## config.mk

```make
export PLATFORM = sky130hd
export DESIGN_NAME = posit_extract_pipe_flat
export DESIGN_NICKNAME = d
export VERILOG_FILES = /design/src/rtl/posit_extract_if.sv /design/src/rtl/posit_extract_pipe.sv /design/src/flat_wrapper.sv
export SDC_FILE = /design/constraint.sdc
export NUM_CORES = 1
export LEC_CHECK = 0
export ABC_AREA = 1
export CORE_MARGIN = 4
export CORE_UTILIZATION = 45
export CTS_CLUSTER_SIZE = 24
export DETAILED_ROUTE_END_ITERATION = 7
export PLACE_DENSITY_LB_ADDON = 0.08
export SYNTH_ARGS = -nofsm -noshare
export SYNTH_HDL_FRONTEND = slang
export SYNTH_SLANG_ARGS = --single-unit
```

## constraint.sdc

```tcl
create_clock -name clk -period 16.65 [get_ports clk]
set_input_delay 4.1625 -clock clk [delete_from_list [all_inputs] [get_ports clk]]
set_output_delay 4.1625 -clock clk [all_outputs]
set_load 0.01 [all_outputs]
```

## src/rtl/posit_extract_if.sv

```systemverilog
// Handshake and decoded-value bundle for posit_extract_pipe.
// slave is the decoder's view; master is the producer/consumer view.
interface posit_extract_if #(
  parameter int NBITS = 32,
  parameter int ES    = 2,
  parameter int FBITS = NBITS - 3 - ES
);
  logic                    in_valid;
  logic [NBITS-1:0]        in_data;
  logic                    in_ready;
  logic                    out_valid;
  logic                    out_ready;
  logic                    out_sign;
  logic signed [7:0]       out_scale;
  logic [ES-1:0]           out_exponent;
  logic [FBITS-1:0]        out_fraction;
  logic                    out_inf;
  logic                    out_zero;

  modport slave (
    input  in_valid, in_data, out_ready,
    output in_ready, out_valid, out_sign, out_scale, out_exponent,
           out_fraction, out_inf, out_zero
  );

  modport master (
    output in_valid, in_data, out_ready,
    input  in_ready, out_valid, out_sign, out_scale, out_exponent,
           out_fraction, out_inf, out_zero
  );
endinterface

```

## src/rtl/posit_extract_pipe.sv

```systemverilog
// Three-stage posit decoder (S1 sign/abs, S2 regime decode, S3 output) with
// lock-step backpressure. Define POSIT_EXTRACT_CNT_EN to add NaR/zero counters.
module posit_extract_pipe #(
  parameter int NBITS = 32,
  parameter int ES    = 2,
  parameter int FBITS = NBITS - 3 - ES
) (
  input  logic                 clk,
  input  logic                 reset,
  posit_extract_if.slave       io
`ifdef POSIT_EXTRACT_CNT_EN
  ,
  input  logic                 clr_cnt,
  output logic [15:0]          cnt_nar,
  output logic [15:0]          cnt_zero
`endif
);

  // k is stored narrow so that {k, exponent} is exactly the 8-bit scale.
  localparam int KW = 8 - ES;

  logic advance;
  assign advance     = !io.out_valid || io.out_ready;
  assign io.in_ready = advance;

  // ---------------- S1: classify, sign, magnitude ----------------
  logic             s1_valid, s1_sign, s1_zero, s1_inf;
  logic [NBITS-2:0] s1_abs;

  // NOTE: state is written with <= so every stage samples the previous
  // stage's pre-edge value; blocking here would collapse the pipeline.
  always_ff @(posedge clk) begin
    if (reset) begin
      s1_valid <= 1'b0;
      s1_sign  <= 1'b0;
      s1_zero  <= 1'b0;
      s1_inf   <= 1'b0;
      s1_abs   <= '0;
    end else if (advance) begin
      s1_valid <= io.in_valid;
      s1_sign  <= io.in_data[NBITS-1];
      s1_zero  <= (io.in_data == '0);
      s1_inf   <= (io.in_data == {1'b1, {(NBITS-1){1'b0}}});
      // Low bits of a two's-complement negation depend only on low bits.
      s1_abs   <= io.in_data[NBITS-1] ? (~io.in_data[NBITS-2:0]) + (NBITS-1)'(1)
                                      : io.in_data[NBITS-2:0];
    end
  end

  // ---------------- S2: regime run length, exponent, fraction ----------------
  logic [KW-1:0]        run;
  logic                 done;
  logic signed [KW-1:0] dec_k;
  logic [NBITS-4:0]     tail_sh;
  logic [ES-1:0]        dec_exp;
  logic [FBITS-1:0]     dec_frac;

  // NOTE: every variable gets a default before any conditional update so the
  // block stays purely combinational with no inferred latch.
  always_comb begin
    run  = '0;
    done = 1'b0;
    for (int i = NBITS - 2; i >= 0; i--) begin
      if (!done && (s1_abs[i] == s1_abs[NBITS-2])) run = run + KW'(1);
      else                                          done = 1'b1;
    end
    dec_k    = s1_abs[NBITS-2] ? $signed(run - KW'(1)) : -$signed(run);
    // The first two bits (regime lead + terminator or second regime bit) are
    // always consumed, so the tail starts two bits down and shifts run-1 more.
    tail_sh  = s1_abs[NBITS-4:0] << (run - KW'(1));
    dec_exp  = tail_sh[ES+FBITS-1 -: ES];
    dec_frac = tail_sh[FBITS-1:0];
  end

  logic                 s2_valid, s2_sign, s2_zero, s2_inf;
  logic signed [KW-1:0] s2_k;
  logic [ES-1:0]        s2_exp;
  logic [FBITS-1:0]     s2_frac;
  logic                 s1_special;

  assign s1_special = s1_zero || s1_inf;

  always_ff @(posedge clk) begin
    if (reset) begin
      s2_valid <= 1'b0;
      s2_sign  <= 1'b0;
      s2_zero  <= 1'b0;
      s2_inf   <= 1'b0;
      s2_k     <= '0;
      s2_exp   <= '0;
      s2_frac  <= '0;
    end else if (advance) begin
      s2_valid <= s1_valid;
      s2_zero  <= s1_zero;
      s2_inf   <= s1_inf;
      s2_sign  <= s1_sign && !s1_special;
      s2_k     <= s1_special ? '0 : dec_k;
      s2_exp   <= s1_special ? '0 : dec_exp;
      s2_frac  <= s1_special ? '0 : dec_frac;
    end
  end

  // ---------------- S3: output register ----------------
  // NOTE: data registers are reset too, because the outputs must read as zero
  // after reset, not just be flagged invalid.
  always_ff @(posedge clk) begin
    if (reset) begin
      io.out_valid    <= 1'b0;
      io.out_sign     <= 1'b0;
      io.out_scale    <= '0;
      io.out_exponent <= '0;
      io.out_fraction <= '0;
      io.out_inf      <= 1'b0;
      io.out_zero     <= 1'b0;
    end else if (advance) begin
      io.out_valid    <= s2_valid;
      io.out_sign     <= s2_sign;
      io.out_scale    <= $signed({s2_k, s2_exp});
      io.out_exponent <= s2_exp;
      io.out_fraction <= s2_frac;
      io.out_inf      <= s2_inf;
      io.out_zero     <= s2_zero;
    end
  end

`ifdef POSIT_EXTRACT_CNT_EN
  // ---------------- Optional special-value counters ----------------
  logic out_xfer;
  assign out_xfer = io.out_valid && io.out_ready;

  always_ff @(posedge clk) begin
    if (reset || clr_cnt) begin
      cnt_nar  <= '0;
      cnt_zero <= '0;
    end else begin
      if (out_xfer && io.out_inf && (cnt_nar != 16'hFFFF))
        cnt_nar <= cnt_nar + 16'd1;
      if (out_xfer && io.out_zero && (cnt_zero != 16'hFFFF))
        cnt_zero <= cnt_zero + 16'd1;
    end
  end
`endif

endmodule

```

## src/flat_wrapper.sv

```systemverilog
// flat-port wrapper written by rule: the top's interface ports become plain ports
module posit_extract_pipe_flat 
#(
  parameter int NBITS = 32,
  parameter int ES    = 2,
  parameter int FBITS = NBITS - 3 - ES
)
  (clk, reset, io_in_valid, io_in_data, io_out_ready, io_in_ready, io_out_valid, io_out_sign, io_out_scale, io_out_exponent, io_out_fraction, io_out_inf, io_out_zero);
  posit_extract_if #(.NBITS(NBITS), .ES(ES), .FBITS(FBITS)) io_i ();
  input  logic clk;
  input  logic reset;
  input wire logic [$bits(io_i.in_valid)-1:0] io_in_valid;
  input wire logic [$bits(io_i.in_data)-1:0] io_in_data;
  input wire logic [$bits(io_i.out_ready)-1:0] io_out_ready;
  output wire logic [$bits(io_i.in_ready)-1:0] io_in_ready;
  output wire logic [$bits(io_i.out_valid)-1:0] io_out_valid;
  output wire logic [$bits(io_i.out_sign)-1:0] io_out_sign;
  output wire logic [$bits(io_i.out_scale)-1:0] io_out_scale;
  output wire logic [$bits(io_i.out_exponent)-1:0] io_out_exponent;
  output wire logic [$bits(io_i.out_fraction)-1:0] io_out_fraction;
  output wire logic [$bits(io_i.out_inf)-1:0] io_out_inf;
  output wire logic [$bits(io_i.out_zero)-1:0] io_out_zero;
  assign io_i.in_valid = io_in_valid;
  assign io_i.in_data = io_in_data;
  assign io_i.out_ready = io_out_ready;
  assign io_in_ready = io_i.in_ready;
  assign io_out_valid = io_i.out_valid;
  assign io_out_sign = io_i.out_sign;
  assign io_out_scale = io_i.out_scale;
  assign io_out_exponent = io_i.out_exponent;
  assign io_out_fraction = io_i.out_fraction;
  assign io_out_inf = io_i.out_inf;
  assign io_out_zero = io_i.out_zero;
  posit_extract_pipe #(.NBITS(NBITS), .ES(ES), .FBITS(FBITS)) u_core (.clk(clk), .reset(reset), .io(io_i));
endmodule
```

==> results.ini, run 1 <==
[route]
drt-total-wl_microns=26420
vias=10470
postRouteAntennaNets=0
viasPerCell=5.142
first_pass_iters=5
post_drt_wl_per_cell_microns=12.97
dr.first_iter.drc_count=698
drc=0

[layout]
area_delta_synth_final_pct=14.28
layout.nets=1808
antenna_cells=0
postLayoutCoreUtil=0.5252
fillerInstances=2308
drive_gt1_frac=0.1007

[critical_path]
crit_required_ns=17.00
slowest_stage=ha_1
worstSetupPathType=flip-flop to flip-flop
cp_common_cell=nand2_1
max_stage_delay_ns=0.79
start_kind=flip-flop
critPathMaxFanout=44
cp-end-kind=flip-flop
crit_arrival_ns=14.34

[sta]
fin_crit_ns=14.00
hold_ws_ns=0.4607
tns_ns=0
fin_ws_ns=2.653
fin_crit_sh=0.8407
fin_skew_ns=0.01557
hold_violations=0
fmax_ghz=0.07144
maxSlewViolCount=0
rsz0062_at_grt=false
final-setup-viol-count=0
relSlewSlack=0.2469
tightest_slew_ns=1.130

[power]
switching_share=0.4556
vdd_drop_max_mv=0.08605
combPwrFrac=0.515
intPower_w=0.0008025
leakage_nw=5.800
power_density_nw_per_um2=128.2
p_clk_frac=0.249
p_sw_w=0.0006716
seqPwrFrac=0.236

[min_path]
hold_path.class=flip-flop to flip-flop

[clock_network]
cts-hold-fix-buffers=0
clock-sinks=113
ctsResizeCount=0
numCtsBuffers=17
postCtsSetupBuffers=0
h-tree-depth=4
clkLatencyLatePin_ns=0.42
tritoncts=done
clk_pin_slew_ns=0.06
cts.path.max_buffers=2
root_buffer=clkbuf_16

[floorplanning]
die_h_microns=157.5
die_x_microns=157.5
core_area_sq_um=21890
dieArea_sq_um=24810
io_pins=78
initial_utilization=0.4596
rows=54

[yosys]
synth_edf_count=0
ys_types=47
yosysTopAreaCell=dfxtp_1
ys_warn_count=0
ys_seq_area_frac=0.2248
synth_commonest_cells=nand2_1, nor2_1, inv_1, nand3_1, o21ai_0
synth_area_per_cell_sq_um=5.873
ys_ff_latch=113
yosys-top-cells-area=dfxtp_1, nand2_1, nor2_1, inv_1, nand3_1
synthFlopType=dfxtp_1
synth_most_common_cell=nand2_1
synth_top_area_frac=0.2248
synth_area_sq_um=10060
synth_cells=1713
async_flop_share=0
synth_nets=1777

[placed_design]
gp_congestion=0.9401
place_worst_setup_slack_ns=2.784
hpwl_microns=19850
port-buffer-count=77

[global_route]
antenna_found_initial=0
track_usage=0.2145
grt_pass1_wl_microns=44300
grt_max_degree=74
first_global_vias=9317
grt-ovfl-total=0

[flow_run]
maxCapViolCount=0

[status]
status=complete, no violations

[per-stage QoR]
step | cells | power [W] | instance area, sq um
after detailed placement | 2005 | 0.001099 | 10900
after global routing | 2037 | 0.001605 | 11500
after floorplan | 1713 | 0.0009227 | 10060
after CTS | 2037 | 0.001472 | 11500
after global placement | 2005 | 0.001091 | 10900
final | 2037 | 0.001474 | 11500
[routing by layer]
metal  GRT usage  vias to the layer above  share of wire
li1            -                     5546              -
met1      0.3093                     4682           0.51
met2      0.3399                      218           0.44
met3     0.03382                       28          0.041
met4     0.04465                        0          0.011
met5           0                        -              0
[cells by family (layout without fill, tap and decap cells)]
kind of cell | count (synthesis) | in the layout | synth area share
adder cells (fa/ha/maj) | 28 | 28 | 0.03482
multiplexers | 5 | 5 | 0.004975
AND/OR/NAND/NOR | 1003 | 1003 | 0.4481
AO/OA/AOI/OAI | 234 | 234 | 0.1318
buffers and inverters | 292 | 336 | 0.1160
flip-flops | 113 | 113 | 0.2248
XOR/XNOR | 38 | 38 | 0.03942
[cell type report]
class,count,area (sq um),share of cell area
clock inverter,14,155.1,0.01349
multi-input combinational,1308,6639,0.5774
sequential,113,2263,0.1969
clock buffer,18,439.2,0.03820
tap,280,350.3,0.03047
inverter,220,827.0,0.07193
timing repair buffer,84,823.3,0.07161
[worst max-delay path: cells and delay by family (launching register included)]
| kind | cells | cell delay (ns) |
|---|---|---|
| compound gates | 16 | 2.86 |
| simple gates | 42 | 4.62 |
| fa+ha+maj | 16 | 4.92 |
| flops | 1 | 0.31 |
| buf+inv | 8 | 1.17 |
[power by group through the flow]
stage | clock [W] | combinational [W] | sequential, W
finish | 0.000367 | 0.000760 | 0.000347
global route | 0.000387 | 0.000864 | 0.000354
CTS | 0.000372 | 0.000752 | 0.000347
detailed placement | 0 | 0.000746 | 0.000352
global placement | 0 | 0.000738 | 0.000352
floorplan | 0 | 0.000571 | 0.000352
[cell usage in the layout (no fill, tap or decap), types with 3 or more instances in the layout]
cell | Yosys | final
nand2_4 | 7 | 7
xnor2_2 | 4 | 4
nor2_4 | 3 | 4
o221ai_1 | 18 | 18
nor2_2 | 8 | 8
ha_1 | 28 | 28
dfxtp_1 | 113 | 112
nand3_2 | 28 | 28
nand3_1 | 140 | 140
xor2_1 | 14 | 14
clkinv_4 | 0 | 3
a21oi_2 | 5 | 5
nand2_2 | 40 | 40
a31oi_1 | 5 | 5
nand3b_1 | 7 | 7
inv_2 | 26 | 26
nor2_1 | 211 | 210
or2_1 | 3 | 3
a21oi_1 | 63 | 63
o211ai_1 | 7 | 7
nand4_1 | 28 | 28
xnor2_1 | 17 | 17
nor3_1 | 22 | 22
a21oi_4 | 3 | 3
nand2_1 | 491 | 491
nor4_1 | 5 | 5
clkinv_2 | 0 | 3
clkbuf_16 | 0 | 17
o21ai_0 | 119 | 119
clkdlybuf4s50_1 | 0 | 77
buf_4 | 5 | 7
or2_2 | 5 | 5
mux2i_1 | 5 | 5
o21ai_1 | 10 | 10
inv_1 | 192 | 192
clkinvlp_4 | 0 | 4
[worst paths after layout]
kind | from | to | slack, ns | cells past startpoint
worst min-delay path | u_core.s2_frac[6] | u_core.s2_frac[6] | 0.46 | 2
worst max-delay path | u_core.s1_abs[30] | u_core.s2_frac[24] | 2.65 | 82
worst min register to register | u_core.s2_frac[6] | u_core.s2_frac[6] | 0.46 | 2
worst max register to register | u_core.s1_abs[30] | u_core.s2_frac[24] | 2.65 | 82
[sequential cells by signal, indices dropped and copies added, names as in the netlist, 2 cells and up]
name / count
u_core.s1_abs: 31
u_core.io.out_fraction: 27
u_core.s2_frac: 27
u_core.io.out_scale: 7
u_core.s2_k: 6
u_core.s2_exp: 2
(Power assumes the default switching activity.)
==> run 2: changes to the inputs <==
Clock period 16.65 ns to 11.4 ns, I/O delays scaled along.
==> results.ini, run 2 (synthesis gave the netlist of run 1 again) <==
[sta]
fin_crit_ns=11.10
relSlewSlack=0.4623
fmax_ghz=0.09008
tns_ns=0
fin_crit_sh=0.9738
hold_violations=0
final-setup-viol-count=0
hold_ws_ns=0.4613
tightest_slew_ns=0.8065
maxSlewViolCount=0
fin_skew_ns=0.01024
rsz0062_at_grt=true

[floorplanning]
dieArea_sq_um=24810
initial_utilization=0.4596
io_pins=78
die_x_microns=157.5
core_area_sq_um=21890
die_h_microns=157.5
rows=54

[critical_path]
cp_common_cell=nand2_1
worstSetupPathType=flip-flop to flip-flop
crit_arrival_ns=11.45
slowest_stage=dfxtp_4
crit_required_ns=11.75
start_kind=flip-flop
critPathMaxFanout=12
cp-end-kind=flip-flop
max_stage_delay_ns=0.40

[clock_network]
clk_pin_slew_ns=0.06
h-tree-depth=4
tritoncts=done
numCtsBuffers=17
cts.path.max_buffers=2
root_buffer=clkbuf_16
clkLatencyLatePin_ns=0.42
clock-sinks=113
cts-hold-fix-buffers=0

[status]
status=complete, no violations

[power]
power_density_nw_per_um2=203.6
leakage_nw=6.498
intPower_w=0.001499
seqPwrFrac=0.191
switching_share=0.4356
p_sw_w=0.001157
vdd_drop_max_mv=0.1272
combPwrFrac=0.596
p_clk_frac=0.213
power_w=0.002657

[flow_run]
maxCapViolCount=0

[layout]
reg_top3=u_core.s1_abs x31, u_core.io.out_fraction x27, u_core.s2_frac x27
layout_commonest_cell=nand2_1
largest_reg_flops=31
layout.nets=1915
postLayoutCoreUtil=0.5961
finalNonFillerCells=2144
drive_gt1_frac=0.2033
area_delta_synth_final_pct=29.71
antenna_cells=0
top_register=u_core.s1_abs
final_cell_mix=nand2_1, nor2_1, inv_1

[placed_design]
port-buffer-count=77
gp_congestion=0.9511
hpwl_microns=20820
dp_cells=2076

[route]
drc=0
viasPerCell=5.125
post_drt_wl_per_cell_microns=13.28
drt-total-wl_microns=28460
dr.first_iter.drc_count=617
postRouteAntennaNets=0
first_pass_iters=5
vias=10990

[global_route]
first_global_vias=9898
grt_max_degree=88
grt-ovfl-total=0
grt_pass1_wl_microns=46610
track_usage=0.2242
antenna_found_initial=0

[min_path]
hold_path.class=flip-flop to flip-flop

run 2: changes by cell type in the layout (fill, tap and decap cells not counted), sizes merged:
cell      change
inv           +6
buf         +105
bufinv        +1
clkbuf        -1
clkinvlp      -4
run 2: final timing paths:
| kind | slack (ns) | endpoint | from | cells past startpoint |
|---|---|---|---|---|
| max reg2reg | 0.30 | u_core.s2_frac[24] | u_core.s1_abs[30] | 81 |
| min | 0.46 | u_core.s2_k[0] | u_core.s2_k[0] | 2 |
| min reg2reg | 0.46 | u_core.s2_k[0] | u_core.s2_k[0] | 2 |
| max | 0.30 | u_core.s2_frac[24] | u_core.s1_abs[30] | 81 |
run 2: cell type report:
class | instances | area (sq um)
fillers | 2190 | 8841
repair inverters | 2 | 15.01
flip-flops and latches | 113 | 2267
multi-input cells | 1308 | 7177
clock inverters | 15 | 196.4
well taps | 280 | 350.3
repair buffers | 189 | 1784
clock buffers | 17 | 425.4
inverters | 220 | 834.6
run 2: worst max-delay path: cells and delay by family (launching register included):
kind / cells / cell delay [ns]
adders and majority gates: 16 / 4.30
and+or+nand+nor: 40 / 3.95
buffers and inverters: 9 / 0.65
DFF: 1 / 0.40
AOI/OAI and AO/OA: 15 / 1.48
xor gates and xnor gates: 1 / 0.22
run 2: metal layers:
metal	vias to the layer above	global-route usage	wire, microns
li1	5757	-	-
met1	4996	0.3171	14020
met2	206	0.3664	13060
met3	30	0.03299	1059
met4	0	0.04261	321
met5	-	0	0
run 2: metrics by stage:
step	area [sq um]	setup slack (ns)
after floorplan	10080	0.007267
after CTS	12500	0.001296
after detailed placement	11520	-0.7508
after global placement	11520	-0.4450
after global routing	13050	-0.4195
final	13050	0.2983
run 2: power by group through the flow:
stage	clock network [W]	logic (W)	registers, W
finish	0.000566	0.00158	0.000508
global route	0.000593	0.00176	0.000517
CTS	0.000576	0.00141	0.000507
detailed placement	0	0.00125	0.000514
global placement	0	0.00124	0.000514
floorplan	0	0.000846	0.000514
run 2: what timing repair did:
action	4_1_cts	5_1_grt
resized for setup	67	77
setup endpoints to repair	34	34
buffers inserted	15	20
cloned	4	0
pin swaps	24	71
